<file path="config.mk">
export PLATFORM = sky130hd
export DESIGN_NAME = imem_loader
export DESIGN_NICKNAME = d
export VERILOG_FILES = /design/src/rtl/pbl_pkg.sv /design/src/rtl/load_timer.sv /design/src/rtl/imem_loader.sv
export SDC_FILE = /design/constraint.sdc
export NUM_CORES = 1
export LEC_CHECK = 0
export CORE_AREA = 4 4 100 102
export DETAILED_ROUTE_END_ITERATION = 6
export DIE_AREA = 0 0 104 106
export HOLD_SLACK_MARGIN = 0.15
export PLACE_DENSITY = 0.68
export SLEW_MARGIN = 20
export SYNTH_ARGS = -nofsm -noshare
export SYNTH_HDL_FRONTEND = slang
export SYNTH_SLANG_ARGS = --single-unit
</file>
<file path="constraint.sdc">
create_clock -name clk -period 2.25 [get_ports clk]
set_input_delay 0.225 -clock clk [delete_from_list [all_inputs] [get_ports clk]]
set_output_delay 0.225 -clock clk [all_outputs]
set_load 0.01 [all_outputs]
</file>
<file path="src/rtl/pbl_pkg.sv">
// pbl_pkg: shared loader state encoding and default instruction/address sizes
package pbl_pkg;
  localparam int PC_WIDTH = 8;
  localparam int INSTRUCTION_WIDTH = 16;
  localparam int BPW = INSTRUCTION_WIDTH / 8;
  typedef enum logic [2:0] {IDLE, COUNT, DATA, WRITE, CHECK, DONE, ERR} loader_state_t;
endpackage

</file>
<file path="src/rtl/load_timer.sv">
// load_timer: counts idle cycles and pulses expired when TIMEOUT_CYCLES pass without a clear
module load_timer #(
  parameter int TIMEOUT_CYCLES = 100000
) (
  input  logic clk,
  input  logic rst_n,
  input  logic clr,
  input  logic en,
  output logic expired
);
  localparam int CW = $clog2(TIMEOUT_CYCLES + 1);
  logic [CW-1:0] count;
  assign expired = en && !clr && count == CW'(TIMEOUT_CYCLES - 1);
  // clear has priority; the owner leaves the counting states on expiry so no saturation is needed
  always_ff @(posedge clk or negedge rst_n)
    if (!rst_n) count <= '0;
    else if (clr) count <= '0;
    else if (en) count <= count + 1'b1;
endmodule

</file>
<file path="src/rtl/imem_loader.sv">
// imem_loader: streams a counted, checksummed program into instruction memory while holding the core
module imem_loader import pbl_pkg::*; #(
  parameter int INSTRUCTION_WIDTH = pbl_pkg::INSTRUCTION_WIDTH,
  parameter int PC_WIDTH = pbl_pkg::PC_WIDTH,
  parameter int TIMEOUT_CYCLES = 100000
) (
  input  logic                         clk,
  input  logic                         rst_n,
  input  logic                         load_start,
  input  logic [7:0]                   rx_data,
  input  logic                         rx_valid,
  output logic                         rx_ready,
  output logic                         mem_we,
  output logic [PC_WIDTH-1:0]          mem_waddr,
  output logic [INSTRUCTION_WIDTH-1:0] mem_wdata,
  output logic                         core_hold,
  output logic                         done,
  output logic                         err
);
  localparam int BPW = INSTRUCTION_WIDTH / 8;
  localparam int BW = BPW > 1 ? $clog2(BPW) : 1;
  loader_state_t state, nxt;
  logic acc, active, expired, last_byte, last_word;
  logic [BW-1:0] bcnt;
  logic [PC_WIDTH:0] idx, last_idx;
  logic [7:0] csum;
  logic [INSTRUCTION_WIDTH-1:0] word, shifted;
  assign acc = rx_valid && rx_ready;
  assign active = state inside {COUNT, DATA, CHECK};
  assign shifted = INSTRUCTION_WIDTH'({word, rx_data});
  assign last_byte = bcnt == BW'(BPW - 1);
  assign last_word = idx == last_idx;
  load_timer #(.TIMEOUT_CYCLES(TIMEOUT_CYCLES)) u_timer (
    .clk(clk),
    .rst_n(rst_n),
    .clr(acc || !active),
    .en(active),
    .expired(expired)
  );
  // next-state decode; expiry can only fire in a cycle with no accepted byte
  always_comb begin
    nxt = state;
    case (state)
      IDLE:    nxt = load_start ? COUNT : IDLE;
      COUNT:   nxt = expired ? ERR : acc ? DATA : COUNT;
      DATA:    nxt = expired ? ERR : (acc && last_byte) ? WRITE : DATA;
      WRITE:   nxt = last_word ? CHECK : DATA;
      CHECK:   nxt = expired ? ERR : !acc ? CHECK : rx_data == csum ? DONE : ERR;
      DONE:    nxt = IDLE;
      ERR:     nxt = load_start ? COUNT : ERR;
      default: nxt = IDLE;
    endcase
  end
  // state register with outputs decoded from the next state so they are glitch-free registers
  always_ff @(posedge clk or negedge rst_n)
    if (!rst_n) begin
      state <= IDLE;
      rx_ready <= 1'b0;
      mem_we <= 1'b0;
      core_hold <= 1'b0;
      done <= 1'b0;
      err <= 1'b0;
    end else begin
      state <= nxt;
      rx_ready <= nxt inside {COUNT, DATA, CHECK};
      mem_we <= nxt == WRITE;
      core_hold <= nxt != IDLE;
      done <= nxt == DONE;
      err <= nxt == ERR;
    end
  // byte assembly, checksum, word index and the registered write port
  always_ff @(posedge clk or negedge rst_n)
    if (!rst_n) begin
      csum <= '0;
      word <= '0;
      bcnt <= '0;
      idx <= '0;
      last_idx <= '0;
      mem_waddr <= '0;
      mem_wdata <= '0;
    end else begin
      if (state == COUNT && acc) begin
        csum <= rx_data;
        last_idx <= rx_data == 8'd0 ? {1'b0, {PC_WIDTH{1'b1}}} : (PC_WIDTH+1)'(rx_data) - 1'b1;
        idx <= '0;
        bcnt <= '0;
      end
      if (state == DATA && acc) begin
        word <= shifted;
        csum <= csum ^ rx_data;
        bcnt <= last_byte ? '0 : bcnt + 1'b1;
        if (last_byte) begin
          mem_waddr <= idx[PC_WIDTH-1:0];
          mem_wdata <= shifted;
        end
      end
      if (state == WRITE && !last_word) idx <= idx + 1'b1;
    end
endmodule
</file>
# Word level (Yosys, flattened, before mapping)
# Index checks and enable logic that the tools add are counted.
[op_classes]
n_mux = 21
reduce_logical = 20
n_div = 0
addsub = 4
n_eq_ne = 14
bitwise_logic = 1
multipliers = 0
order_cmp = 0
shifts = 0
[op_table]
columns = ["operator", "count"]
rows = [
  ["2-to-1 mux 17 bit", 2],
  ["2-to-1 mux 9 bit", 3],
  ["case mux 3 bit (6 select lines)", 1],
  ["adder 17 x 1 -> 17 bit, second input constant", 1],
  ["equality test 17 bit, second input constant", 1],
  ["2-to-1 mux 8 bit", 2],
  ["equality test 3 bit, second input constant", 5],
  ["equality test 3 x 2 -> 1 bit, second input constant", 4],
  ["2-to-1 mux 3 bit", 4],
  ["adder 9 x 1 -> 9 bit, second input constant", 1],
  ["equality test 9 bit", 1],
  ["nonzero test 3 bit", 3],
  ["subtractor 8 x 1 -> 9 bit, second input constant", 1],
  ["equality test 8 bit", 1],
  ["logical NOT 8 bit", 1],
  ["2-to-1 mux 2 bit", 4],
  ["bitwise XOR 8 bit", 1],
  ["logical AND 1 bit", 7],
  ["equality test 3 x 1 -> 1 bit, second input constant", 2],
  ["nonzero test 2 bit", 3],
  ["2-to-1 mux 1 bit", 5],
  ["logical NOT 1 bit", 3],
  ["logical NOT 3 bit", 1],
  ["AND reduction 2 bit", 1],
  ["2 further kinds", 2],
]
[totals]
output_inout_bits = 29
reg_bits = 84
mem_bits_rw = 0
inputBits = 12
rom_bits = 0
memories = 0
latchBits = 0

# Longest topological paths before layout
[depth]
depth_word = 11
mapped_depth = 7
ltp_nobuf = 7

# Modules after synthesis
# From an unflattened synthesis, not the netlist that was laid out.
[hier_totals]
cells_unflattened = 385
area_unflattened_um2 = 4090.2
[by_module_without_submodules]
columns = ["mod", "seq_area_each_um2", "cells_per_inst", "n_inst", "area_per_inst_um2"]
rows = [
  ["imem_loader", 1676.6, 298, 1, 3221.8],
  ["load_timer", 425.4, 87, 1, 868.3],
]

# Least setup slack after synthesis
# OpenSTA, ideal clock, no wires.
[synth_path]
kind = "register to register"
from = "register u_timer.count[0]"
to = "register rx_ready"
setup_ps = 125
stages_incl_launch_ff = 7
path_slack_ps = 440
arrival_ps = 1685
synth_period_minus_slack_ps = 1810
cell_sequence = "dfrtp_1 > ha_1 > and4_1 > nand4_1 > o21ai_0 > nor4_2 > mux2_2"
[synth_between]
elab_chain_len = 6
elab_cells_between_ends = 10
classes_between = "4 x eq/ne; 4 x mux; 2 x reduce/logical"
[synth_rtl]
columns = ["item", "line_no", "rtl"]
rows = [
  ["start: declaration", "load_timer.sv:12", "logic [CW-1:0] count;"],
  ["start signal: assignment", "load_timer.sv:18", "else if (en) count <= count + 1'b1;"],
  ["equality test 17 bit *", "load_timer.sv:13", "assign expired = en && !clr && count == CW'(TIMEOUT_CYCLES - 1);"],
  ["logical AND 1 bit *", "load_timer.sv:13", ""],
  ["2-to-1 mux 2 bit (tied with other cells)", "imem_loader.sv:48", "CHECK: nxt = expired ? ERR : !acc ? CHECK : rx_data == csum ? DONE : ERR;"],
  ["case mux 3 bit (6 select lines) *", "imem_loader.sv:43", "case (state)"],
  ["equality test 3 x 1 -> 1 bit (tied with other cells)", "imem_loader.sv:65", "rx_ready <= nxt inside {COUNT, DATA, CHECK};"],
  ["nonzero test 3 bit *", "imem_loader.sv:65", ""],
  ["end signal: assignment", "imem_loader.sv:65", ""],
  ["end: declaration", "imem_loader.sv:12", "output logic rx_ready,"],
]
# Mark *: on every way between the ends. The rest lies on a longest branch, timed or not.
# A chain may end at the register's enable or synchronous reset.

# Worst setup path in the final report
# Ends and elaborated chain as after synthesis.

==> results.md <==
- Worst Path Arrival: 2.27 ns
- overall track demand over capacity in global routing: 0.160
- GR Util met2: 0.249
- max-cap violations: 0
- first-pass iteration count of the detailed router: 4
- actual transition at the worst max-transition pin: 0.633 ns
- total negative setup slack: 0 ns
- number of hold-slack violations in the final timing report: 0
- Layout Nets: 439
- average wire per standard cell: 15.5 um
- placed insts: 523
- post-cts hold buffer count: 1
- category of the worst setup path capture point: register
- antenna diode instance count: 0
- share of post-route cells with drive strength above 1: 0.210
- async set-reset flop share out of synthesis: 1.00
- Leakage Power: 2.12 nW
- synthesized cell area: 4000 um^2
- die span in x: 104 um
- routing usage on met3: 0.0334
- count of cells resized by post-cts repair: 0
- clock sinks: 84
- Placer Congestion: 0.792
- number of standard cells after synthesis: 362
- cell area power density: 1150 nW/um^2
- EDFF count, synth: 0
- number of library cell types mapped by synthesis: 50
- share of the synthesized area in the top cell type: 0.525
- non-filler cells, final: 540
- global-route layer with the greatest usage: met2
- Syn Nets: 377
- DRC violation count after routing: 0
- fraction of the cycle the final worst path needs: 0.903
- total congestion overflow after global routing: 0
- clock tree from TritonCTS: built
- Clock Pin Slew Worst Setup and Hold Paths: 0.09 ns
- Yosys Warn Count: 0
- Synth Flop Type: sky130_fd_sc_hd__dfrtp_1
- post-CTS setup repair buffer count: 0
- post-route antenna net violation count: 0
- Max Clk Rate: 492 MHz
- Longest Clk Path Bufs: 2
- DR vias: 2850
- minimum clock period after layout: 2.03 ns
- total length of routed wires: 8380 um
- required time of the worst setup path: 2.48 ns
- count of pins on the block boundary: 41
- fillcell total: 811
- global-route wire length before repair: 14400 um
- normalized max-slew margin: 0.578
- post-synthesis sequential element count: 84
- multi-input gate area in the final layout: 1800 um^2
- ranking of synthesized cells by area: sky130_fd_sc_hd__dfrtp_1, sky130_fd_sc_hd__mux2_2, sky130_fd_sc_hd__xor2_1
- clock latency reported for the late side of the worst-skew pair: 0.35 ns
- vias in the first global route: 2956
- highest ir drop seen on vdd: 0.630 mV
- Final setup violation count: 0
- synthesized area per cell: 11.1 um^2
- CP Launch Type: register
- Max Transition Viols Final: 0
- clock root cell: sky130_fd_sc_hd__clkbuf_8
- Cell Rows: 35
- Std-Cell Core Area: 9110 um^2
- cell type contributing the most total cell area after synthesis: sky130_fd_sc_hd__dfrtp_1
- CTS buffer count: 9
- initial cell density of the core: 0.439
- drt via density: 5.28
- critical-path maximum fanout: 4
- FF+latch area: 2100 um^2
- global routing usage on met1: 0.220
- Hold Crit Class: in -> async
- die outline height: 106 um
- pin count of the biggest net entering global routing: 49
- sequential element share of the synthesized area: 0.525
- Port Buf Inserts: 40
- drt first-iter violations: 136
- number of antenna violations at the first check in global routing: 0
- HPWL after detailed placement: 5960 um
- synthesis-to-finish area growth: 21.7%
- run status: completed
- setup repair after global routing missed its margin: false
- total die area: 11000 um^2
- level count of the clock H-tree: 3
- critical path start-end classification: reg -> reg
- Max Clock Skew: 0.0106 ns
==> cells in the final DEF, fill, tap and decap left out, drive strengths merged, types with 3 or more instances in the layout <==
cell            n
nand2          43
o21ai          14
a221o           3
clkbuf         12
nor4b           3
or3             5
and3            7
mux2           34
inv             8
buf            24
xor2           26
dfrtp          84
nor3            7
xnor2          20
a21o            3
nor3b           3
nand3          14
a21oi          10
nor2           31
nand4           6
clkdlybuf4s50  39
nor4            4
ha              3
==> synthesized netlist by cell type (all sizes together) (2+ instances only) <==
cell type and count:
dfrtp 84, nand2 43, mux2 34, nor2 31, xor2 26, xnor2 20, nand3 14, o21ai 14
a21oi 10, inv 8, and3 7, buf 7, nor3 7, clkbuf 6, nand4 6, or3 5
nor4 4, a21o 3, a221o 3, ha 3, nor3b 3, nor4b 3, and2 2, and4bb 2
nand2b 2, or2 2
==> layout make-up <==
type	instances	area share
multi-input combinational	257	0.370
inverter	8	0.00616
tap	111	0.0285
sequential	84	0.432
clock buffer	12	0.0319
clock inverter	4	0.00976
timing repair buffer	64	0.122
==> path summary, 6_finish.rpt <==
path | startpoint | endpoint | slack (ns) | cells past startpoint
worst max-delay path | u_timer.count[0] | rx_ready | 0.22 | 6
worst min-delay path | rst_n | mem_we | 0.44 | 2
worst max register to register | u_timer.count[0] | rx_ready | 0.22 | 6
worst min register to register | bcnt | bcnt | 0.48 | 1
max in group asynchronous | rst_n | last_idx[6] | 1.21 | 3
min in group clk | bcnt | bcnt | 0.48 | 1
==> flip-flops by register name (all words and copies together), names as in the netlist <==
| signal | count |
|---|---|
| u_timer.count | 17 |
| state | 3 |
| mem_we | 1 |
| bcnt | 1 |
| err | 1 |
| word | 8 |
| idx | 9 |
| csum | 8 |
| done | 1 |
| core_hold | 1 |
| mem_waddr | 8 |
| rx_ready | 1 |
| last_idx | 9 |
| mem_wdata | 16 |
==> power breakdown <==
part           switching, W  total (W)  internal, W
Combinational      0.000945    0.00207      0.00113
Sequential         0.000407    0.00243      0.00202
Clock              0.000535    0.00111     0.000571
==> kinds of logic (layout without fill, tap and decap cells) <==
family                   Yosys count  in the layout  synth area share
XOR/XNOR                          46             46             0.103
AO/OA/AOI/OAI                     37             37            0.0588
multiplexers                      35             35            0.0982
flip-flops                        84             84             0.525
buffers and inverters             21             88            0.0238
AND/OR/NAND/NOR                  136            136             0.182
adder cells (fa/ha/maj)            3              3           0.00938
==> per-layer routing <==
layer / vias to the layer above / share of wire
met4: 0 / 0.019
met3: 14 / 0.039
met1: 1402 / 0.49
met2: 60 / 0.46
met5: - / 0
li1: 1374 / -
==> stage by stage <==
step | worst slack (ns) | cell area, um^2 | hold slack, ns | utilization | power, W
2_1_floorplan | 0.440 | 4000 | -0.0706 | - | 0.00365
4_1_cts | 0.228 | 4870 | 0.458 | 0.535 | 0.00565
3_3_place_gp | 0.234 | 4660 | 0.282 | 0.511 | 0.00448
3_5_place_dp | 0.177 | 4660 | 0.282 | 0.511 | 0.00452
5_1_grt | 0.0831 | 4870 | 0.482 | 0.535 | 0.00598
6_report | 0.219 | 4870 | 0.440 | 0.535 | 0.00561
==> critical path, cell delays in order (launching register included) <==
cell,delay [ns]
sky130_fd_sc_hd__dfrtp_1,0.41
sky130_fd_sc_hd__ha_1,0.26
sky130_fd_sc_hd__and4_1,0.21
sky130_fd_sc_hd__nand4_1,0.15
sky130_fd_sc_hd__o21ai_0,0.17
sky130_fd_sc_hd__nor4_2,0.33
sky130_fd_sc_hd__mux2_2,0.38
Power figures use the tool's default switching activity.
